File: src/rtl/ram_readout_streamer.sv
// Streams a contiguous, wrap-around block of RAM words out over a valid/ready port.
// Optional: define RAM_READOUT_HEADER_EN to send a {count, start_addr} header word first.
module ram_readout_streamer #(
  parameter int ADDR_WIDTH          = 4,
  parameter int NUMBER_OF_ADDRESSES = 1 << ADDR_WIDTH,
  parameter int DATA_WIDTH          = 32
) (
  input  logic                  clk,
  input  logic                  reset_n,
  input  logic                  start,
  input  logic [ADDR_WIDTH-1:0] start_addr,
  input  logic [ADDR_WIDTH:0]   word_count,
  input  logic                  abort,
  output logic                  busy,
  output logic                  done,
  output logic [ADDR_WIDTH-1:0] raddr,
  input  logic [DATA_WIDTH-1:0] ram_dout,
  output logic [DATA_WIDTH-1:0] out_data,
  output logic                  out_valid,
  input  logic                  out_ready,
  output logic                  out_last
);

  // LAUNCH is the single cycle between accepting a start and the first read;
  // it lines the first data word up at three cycles and hosts the header slot.
  typedef enum logic [1:0] {IDLE, LAUNCH, READ, DRAIN} state_e;

  localparam logic [ADDR_WIDTH-1:0] LastAddr = ADDR_WIDTH'(NUMBER_OF_ADDRESSES - 1);
  localparam logic [ADDR_WIDTH:0]   Depth    = (ADDR_WIDTH + 1)'(NUMBER_OF_ADDRESSES);

  state_e                  state_q;
  logic [ADDR_WIDTH-1:0]   raddr_q;
  logic [ADDR_WIDTH:0]     remaining_q;
  logic                    busy_q;
  logic                    done_q;
  logic                    inFlight_q;
  logic                    inFlightLast_q;

  logic [DATA_WIDTH-1:0]   bufData_q [2];
  logic                    bufLast_q [2];
  logic                    rdPtr_q;
  logic                    wrPtr_q;
  logic [1:0]              bufCount_q;
  logic [1:0]              bufCount_d;

  logic                    pop;
  logic                    issue;
  logic                    flush;
  logic                    push;
  logic [DATA_WIDTH-1:0]   pushData;
  logic                    pushLast;
  logic [2:0]              occupancy;
  logic [ADDR_WIDTH:0]     clampedCount;
  logic [ADDR_WIDTH-1:0]   raddrInc;

  assign busy      = busy_q;
  assign done      = done_q;
  assign raddr     = raddr_q;
  assign out_valid = (bufCount_q != 2'd0);
  assign out_data  = bufData_q[rdPtr_q];
  assign out_last  = out_valid && bufLast_q[rdPtr_q];

  // A read may only be issued if its word is guaranteed a buffer slot when it
  // returns, counting the slot freed by a pop in this same cycle.
  always_comb begin
    pop          = out_valid && out_ready;
    flush        = abort && (state_q != IDLE);
    occupancy    = {1'b0, bufCount_q} + {2'b00, inFlight_q};
    issue        = (state_q == READ) && !abort && (remaining_q != '0) &&
                   (occupancy < (3'd2 + {2'b00, pop}));
    clampedCount = (word_count > Depth) ? Depth : word_count;
    raddrInc     = (raddr_q == LastAddr) ? '0 : raddr_q + 1'b1;
    push         = inFlight_q;
    pushData     = ram_dout;
    pushLast     = inFlightLast_q;
`ifdef RAM_READOUT_HEADER_EN
    if ((state_q == LAUNCH) && !abort) begin
      push                                  = 1'b1;
      pushData                              = '0;
      pushData[ADDR_WIDTH-1:0]              = raddr_q;
      pushData[2*ADDR_WIDTH:ADDR_WIDTH]     = remaining_q;
      pushLast                              = 1'b0;
    end
`endif
    bufCount_d   = bufCount_q + {1'b0, push} - {1'b0, pop};
  end

  always_ff @(posedge clk or negedge reset_n) begin
    if (!reset_n) begin
      state_q        <= IDLE;
      raddr_q        <= '0;
      remaining_q    <= '0;
      busy_q         <= 1'b0;
      done_q         <= 1'b0;
      inFlight_q     <= 1'b0;
      inFlightLast_q <= 1'b0;
    end else begin
      done_q         <= 1'b0;
      inFlight_q     <= issue;
      inFlightLast_q <= issue && (remaining_q == (ADDR_WIDTH + 1)'(1));
      if (flush) begin
        state_q <= IDLE;
        busy_q  <= 1'b0;
      end else begin
        unique case (state_q)
          IDLE: begin
            if (start) begin
              if (word_count != '0) begin
                state_q     <= LAUNCH;
                raddr_q     <= start_addr;
                remaining_q <= clampedCount;
                busy_q      <= 1'b1;
              end else begin
                done_q <= 1'b1;
              end
            end
          end
          LAUNCH: begin
            state_q <= READ;
          end
          READ: begin
            if (issue) begin
              raddr_q     <= raddrInc;
              remaining_q <= remaining_q - 1'b1;
              if (remaining_q == (ADDR_WIDTH + 1)'(1)) begin
                state_q <= DRAIN;
              end
            end
          end
          DRAIN: begin
            if (pop && out_last) begin
              state_q <= IDLE;
              busy_q  <= 1'b0;
              done_q  <= 1'b1;
            end
          end
          default: begin
            state_q <= IDLE;
            busy_q  <= 1'b0;
          end
        endcase
      end
    end
  end

  // Two-entry FIFO holding returned words; an abort drops its contents.
  always_ff @(posedge clk or negedge reset_n) begin
    if (!reset_n) begin
      bufData_q[0] <= '0;
      bufData_q[1] <= '0;
      bufLast_q[0] <= 1'b0;
      bufLast_q[1] <= 1'b0;
      rdPtr_q      <= 1'b0;
      wrPtr_q      <= 1'b0;
      bufCount_q   <= 2'd0;
    end else if (flush) begin
      rdPtr_q    <= 1'b0;
      wrPtr_q    <= 1'b0;
      bufCount_q <= 2'd0;
    end else begin
      if (push) begin
        bufData_q[wrPtr_q] <= pushData;
        bufLast_q[wrPtr_q] <= pushLast;
        wrPtr_q            <= ~wrPtr_q;
      end
      if (pop) begin
        rdPtr_q <= ~rdPtr_q;
      end
      bufCount_q <= bufCount_d;
    end
  end

endmodule

File: config.mk
export PLATFORM = sky130hd
export DESIGN_NAME = ram_readout_streamer
export DESIGN_NICKNAME = d
export VERILOG_FILES = /design/src/rtl/ram_readout_streamer.sv
export SDC_FILE = /design/constraint.sdc
export NUM_CORES = 1
export LEC_CHECK = 0
export CAP_MARGIN = 20
export CORE_MARGIN = 3
export CORE_UTILIZATION = 53
export CTS_CLUSTER_SIZE = 25
export DETAILED_ROUTE_END_ITERATION = 8
export GPL_ROUTABILITY_DRIVEN = 0
export HOLD_SLACK_MARGIN = 0.08
export PLACE_DENSITY = 0.83
export SYNTH_ARGS = -nofsm -noshare
export SYNTH_HDL_FRONTEND = slang
export SYNTH_SLANG_ARGS = --single-unit
File: constraint.sdc
create_clock -name clk -period 3.9 [get_ports clk]
set_clock_uncertainty 0.15 [all_clocks]
set_input_delay 0.585 -clock clk [delete_from_list [all_inputs] [get_ports clk]]
set_output_delay 0.585 -clock clk [all_outputs]
set_load 0.02 [all_outputs]
Word-level counts from Yosys, hierarchy flattened
Index checks and enable logic that the tools add are counted.

word-level totals
  word-level logic and storage cells = 110
  input bits = 46
  bits in registers = 85

operators by class
  bitwise operators = 5
  muxes and demuxes = 44
  $lt $le $gt $ge = 5
  reductions and logical operators = 23
  equality and inequality tests = 13
  add/subtract/negate cells = 6

operator list
  kind                                                       count
  two-way mux 32 bit                                         4
  bitwise mux 64 bit                                         1
  demux 32 bit (select 1 bit)                                1
  two-way mux 5 bit                                          4
  two-way mux 1 bit                                          16
  two-way mux 4 bit                                          4
  two-way mux 2 bit                                          7
  != test 3 bit (second input constant)                      4
  one-hot mux 5 bit (2 select lines)                         1
  AND reduction 5 bit                                        2
  nonzero test 2 bit                                         5
  nonzero test 5 bit                                         2
  logical AND 1 bit                                          9
  one-hot mux 2 bit (4 select lines)                         1
  one-hot mux 4 bit (2 select lines)                         1
  != test 2 bit (second input constant)                      3
  equality test 5 x 1 -> 1 bit (second input constant)       1
  greater-than comparator 5 bit (second input constant)      1
  subtractor 5 x 1 -> 5 bit (second input constant)          1
  adder 4 x 1 -> 4 bit (second input constant)               1
  equality test 2 bit (second input constant)                2
  equality test 4 bit (second input constant)                1
  greater-or-equal comparator 2 bit (second input constant)  2
  inverter 1 -> 2 bit                                        2
  17 further kinds                                           20

Logic depth before layout (Yosys ltp)
  word-level depth = 9
  depth in mapped cells = 8
  depth with buffers taken out = 8

Worst setup path after synthesis
Ideal clock, no wire load.

  kind = register to register
  start = register state_q[0]
  end = register raddr_q[3] (netlist: raddr[3])
  stages on the path, launching flop included = 8
  arrival time = 1.820 ns
  period minus slack after synthesis = 2.095 ns
  slack = 1.805 ns
  data required time = 3.625 ns
  buffers on the path = 1
  cell sequence = dfrtp_1 inv_1 ha_1 nor2b_1 a211oi_2 and2_4 buf_6 mux2_4

on the way
  longest elaborated chain between the ends = 6

ends and longest elaborated chain
  element                               RTL line  RTL
  start: declaration                    31        state_e state_q;
  start signal: assignment              90        state_q <= IDLE;
  start signal: assignment              102       state_q <= IDLE;
  start signal: assignment              109       state_q <= LAUNCH;
  equality test 2 bit                   69, 105
  logical AND 1 bit (3 in a row)        69        issue = (state_q == READ) && !abort && (remaining_q != '0) &&
  != test 2 bit (no source line)        -
  AND reduction 5 bit (no source line)  -
  end signal: assignment                110       raddr_q <= start_addr;
  end signal: assignment                123       raddr_q <= raddrInc;
  end: declaration                      32        logic [ADDR_WIDTH-1:0] raddr_q;

Several ways; a longest one is shown, not always the timed one.
A chain may end at the register's enable or synchronous reset.

Worst setup path after layout
  start = register rdPtr_q
  end = output port out_data[30]

on the way
  longest elaborated chain between the ends = 4

ends and longest elaborated chain
  element                                                RTL line  RTL
  start: declaration                                     41        logic rdPtr_q;
  start signal: assignment                               167       rdPtr_q <= ~rdPtr_q;
  inverter 1 -> 2 bit (not written as such)              60        assign out_data = bufData_q[rdPtr_q];
  two-way mux 32 bit (not written as such) (3 in a row)  60
  end: declaration                                       18        output logic [DATA_WIDTH-1:0] out_data,

Every way passes these cells. The select of a mux whose other input is x is not followed.

==> impl_metrics.yaml <==
global_routing:
  grt_pass1_wl_mm: 13.7
  grt_pass1_vias: 2914
  grt_antenna_before_repair: 0
  grt_max_degree: 86
  globalRoute.totalOverflow: 0
  grtUsageTotal_pct: 19.5
power:
  peakVddDrop_v: 0.000532
  leakage_nw: 2.33
  pwr_density_cell_nw_per_um2: 792
job:
  cap_violations: 0
cts:
  cts_tree: "yes"
  ctsResizeCount: 0
  cts.sinks: 85
  cts_buffer_depth: 2
  htree_levels: 3
  clkTransAtPathRegs_ps: 80
  cts_buffers: 9
  cts_root_buf: "clkbuf_8"
  clk_latency_ps: 340
finish:
  final_layout_size_suffix_gt1_share_pct: 32.0
  fin_nets: 458
  post-route-util_pct: 71.1
  final_common_cell: "mux2_2"
  mostFrequentLayoutCells: "98 x mux2_2, 85 x dfrtp_1, 84 x clkdlybuf4s50_1, 16 x a21oi_1, 13 x inv_1"
  n_antenna_cell: 0
  area_delta_synth_final_pct: 28.2
critical_path:
  cp.arrival_ps: 2280
  cp_max_fo: 28
  rrSetupSlack_ps: 1480
  critPathRequiredTime_ps: 3160
  crit_chain: "buf_4, mux2_2, clkdlybuf4s50_1"
  crit_type: "flip-flop to output port"
  cp-end-kind: "output port"
  timing.rr.end: "bufData_q[45]"
  rr_startpoint: "state_q[0]"
  reg2regPathDepth: 7
  start_kind: "flip-flop"
  startpoint: "rdPtr_q"
  critPathSlowestCell: "clkdlybuf4s50_1"
  slowest_delay_ps: 550
sta:
  hold_viol: 0
  finalSetupTns_ps: 0
  setup_viol: 0
  timing.hold.ws_ps: 354
  min_period_ps: 3010
  drv_slew: 0
  max_freq_mhz: 332
  tightest_slew_ps: 568
  period_share_pct: 77.3
  rsz0062_at_grt: "false"
  maxSlewHeadroom_pct: 62.1
worst_hold_path:
  whs_path_depth: 1
  min_from: "inFlightLast_q"
  hp-class: "flip-flop to flip-flop"
  whs_endpoint: "bufLast_q[1]"
floorplanning:
  die-area_sq_um: 8800
  start_util_pct: 55.5
  rows: 31
  core_area_sq_um: 7370
  die_w_microns: 93.8
  die_h_microns: 93.8
  io_pins: 86
yosys:
  syn_nets: 370
  yosysTopAreaCell: "dfrtp_1"
  yosysWarnings: 0
  ys_top_cells_by_area: "dfrtp_1 52%, mux2_2 27%, ha_1 3.4%"
  synth_cells: 313
  synth_top_area_share_pct: 52.0
  ys_seq_area_share_pct: 52.0
  syn_area_sq_um: 4090
  synthDistinctLibCells: 43
  avgSynthCellArea_sq_um: 13.1
  ys_seq_elements: 85
route:
  wirelength_mm: 8.13
  num_vias: 2752
  drc: 0
  drt_iter0_drc: 112
  routedWlPerCell_microns: 16.1
  final_antenna_net_count: 0
  viasPerCell: 5.45
  dr.pass1.iters: 4
place:
  dp_hpwl_mm: 5.63
  port_buffers: 85
outcome:
  status: "finished, final reports clean"
## worst max-delay path: cells and delay by family (launching register included)
kind                   cells  cell delay (ps)
buffers and inverters      2              980
flip-flops                 1              540
multiplexers               1              400
## cells in the mapped netlist (all sizes together)
master  instances
and2            4
nand2b          3
nand3           6
mux2           99
ha             11
nor3            3
nor3b           1
a21oi          16
a32oi           1
buf            12
xnor2           2
mux2i           4
a41o            1
dfrtp          85
nor2b           4
o221ai          1
nand4b          1
a211oi          3
a311oi          1
nor4            1
a31oi           5
xor2            2
a32o            1
a22o            1
o21ai           7
inv            13
and4            1
nor2           12
nand2           7
clkbuf          3
a31o            1
o211ai          1
## sequential cells by signal (all words and copies together), names as in the netlist
register        flops
inFlightLast_q      1
inFlight_q          1
remaining_q         5
bufLast_q           2
bufData_q          64
done                1
wrPtr_q             1
busy                1
bufCount_q          2
raddr               4
rdPtr_q             1
state_q             2
## timing repair
item	4_1_cts	5_1_grt
hold buffers	0	1
buffers inserted	0	0
hold endpoints to repair	0	11
## routing by layer
layer | up-vias | wire length, microns | GRT usage (%)
met5 | - | 0 | 0
li1 | 1297 | - | -
met1 | 1353 | 3610 | 26.2
met3 | 10 | 473 | 3.61
met4 | 0 | 98 | 6.38
met2 | 92 | 3950 | 32.1
## worst max-delay path by stage
stage / endpoint / slack (ps) / cells after the start
6_report: out_data[30] / 890 / 3
5_1_grt: out_data[30] / 810 / 3
4_1_cts: out_data[30] / 870 / 3
3_5_place_dp: bufData_q[63] / 1200 / 6
3_3_place_gp: bufData_q[37] / 1250 / 6
2_1_floorplan: raddr[3] / 1800 / 7
## where the power goes
group | internal [mW] | switching, mW
registers | 1.27 | 0.249
logic | 1.12 | 0.962
clock network | 0.235 | 0.317
## metrics by stage
stage          cells  instance area (sq um)  power, mW  setup slack (ps)
6_report         505                   5240       4.15               887
5_1_grt          505                   5240       4.43               812
4_1_cts          503                   5200       4.18               869
3_5_place_dp     487                   5030       3.61              1200
3_3_place_gp     487                   5030       3.55              1250
2_1_floorplan    313                   4090       2.87              1800
## cell type report
type | instances | area (sq um)
clock inverter | 6 | 47.5
sequential | 85 | 2130
fill | 511 | 2130
timing repair buffer | 92 | 923
clock buffer | 10 | 128
inverter | 13 | 48.8
multi-input combinational | 200 | 1840
tap | 99 | 124
## kinds of logic after synthesis
family          share of synthesized area (%)
mux                                      28.3
flops                                    52.0
buf+inv                                  3.18
fa+ha+maj                                3.37
compound gates                           6.09
xor+xnor                                0.857
simple gates                             6.12
Power figures use the tool's default switching activity.
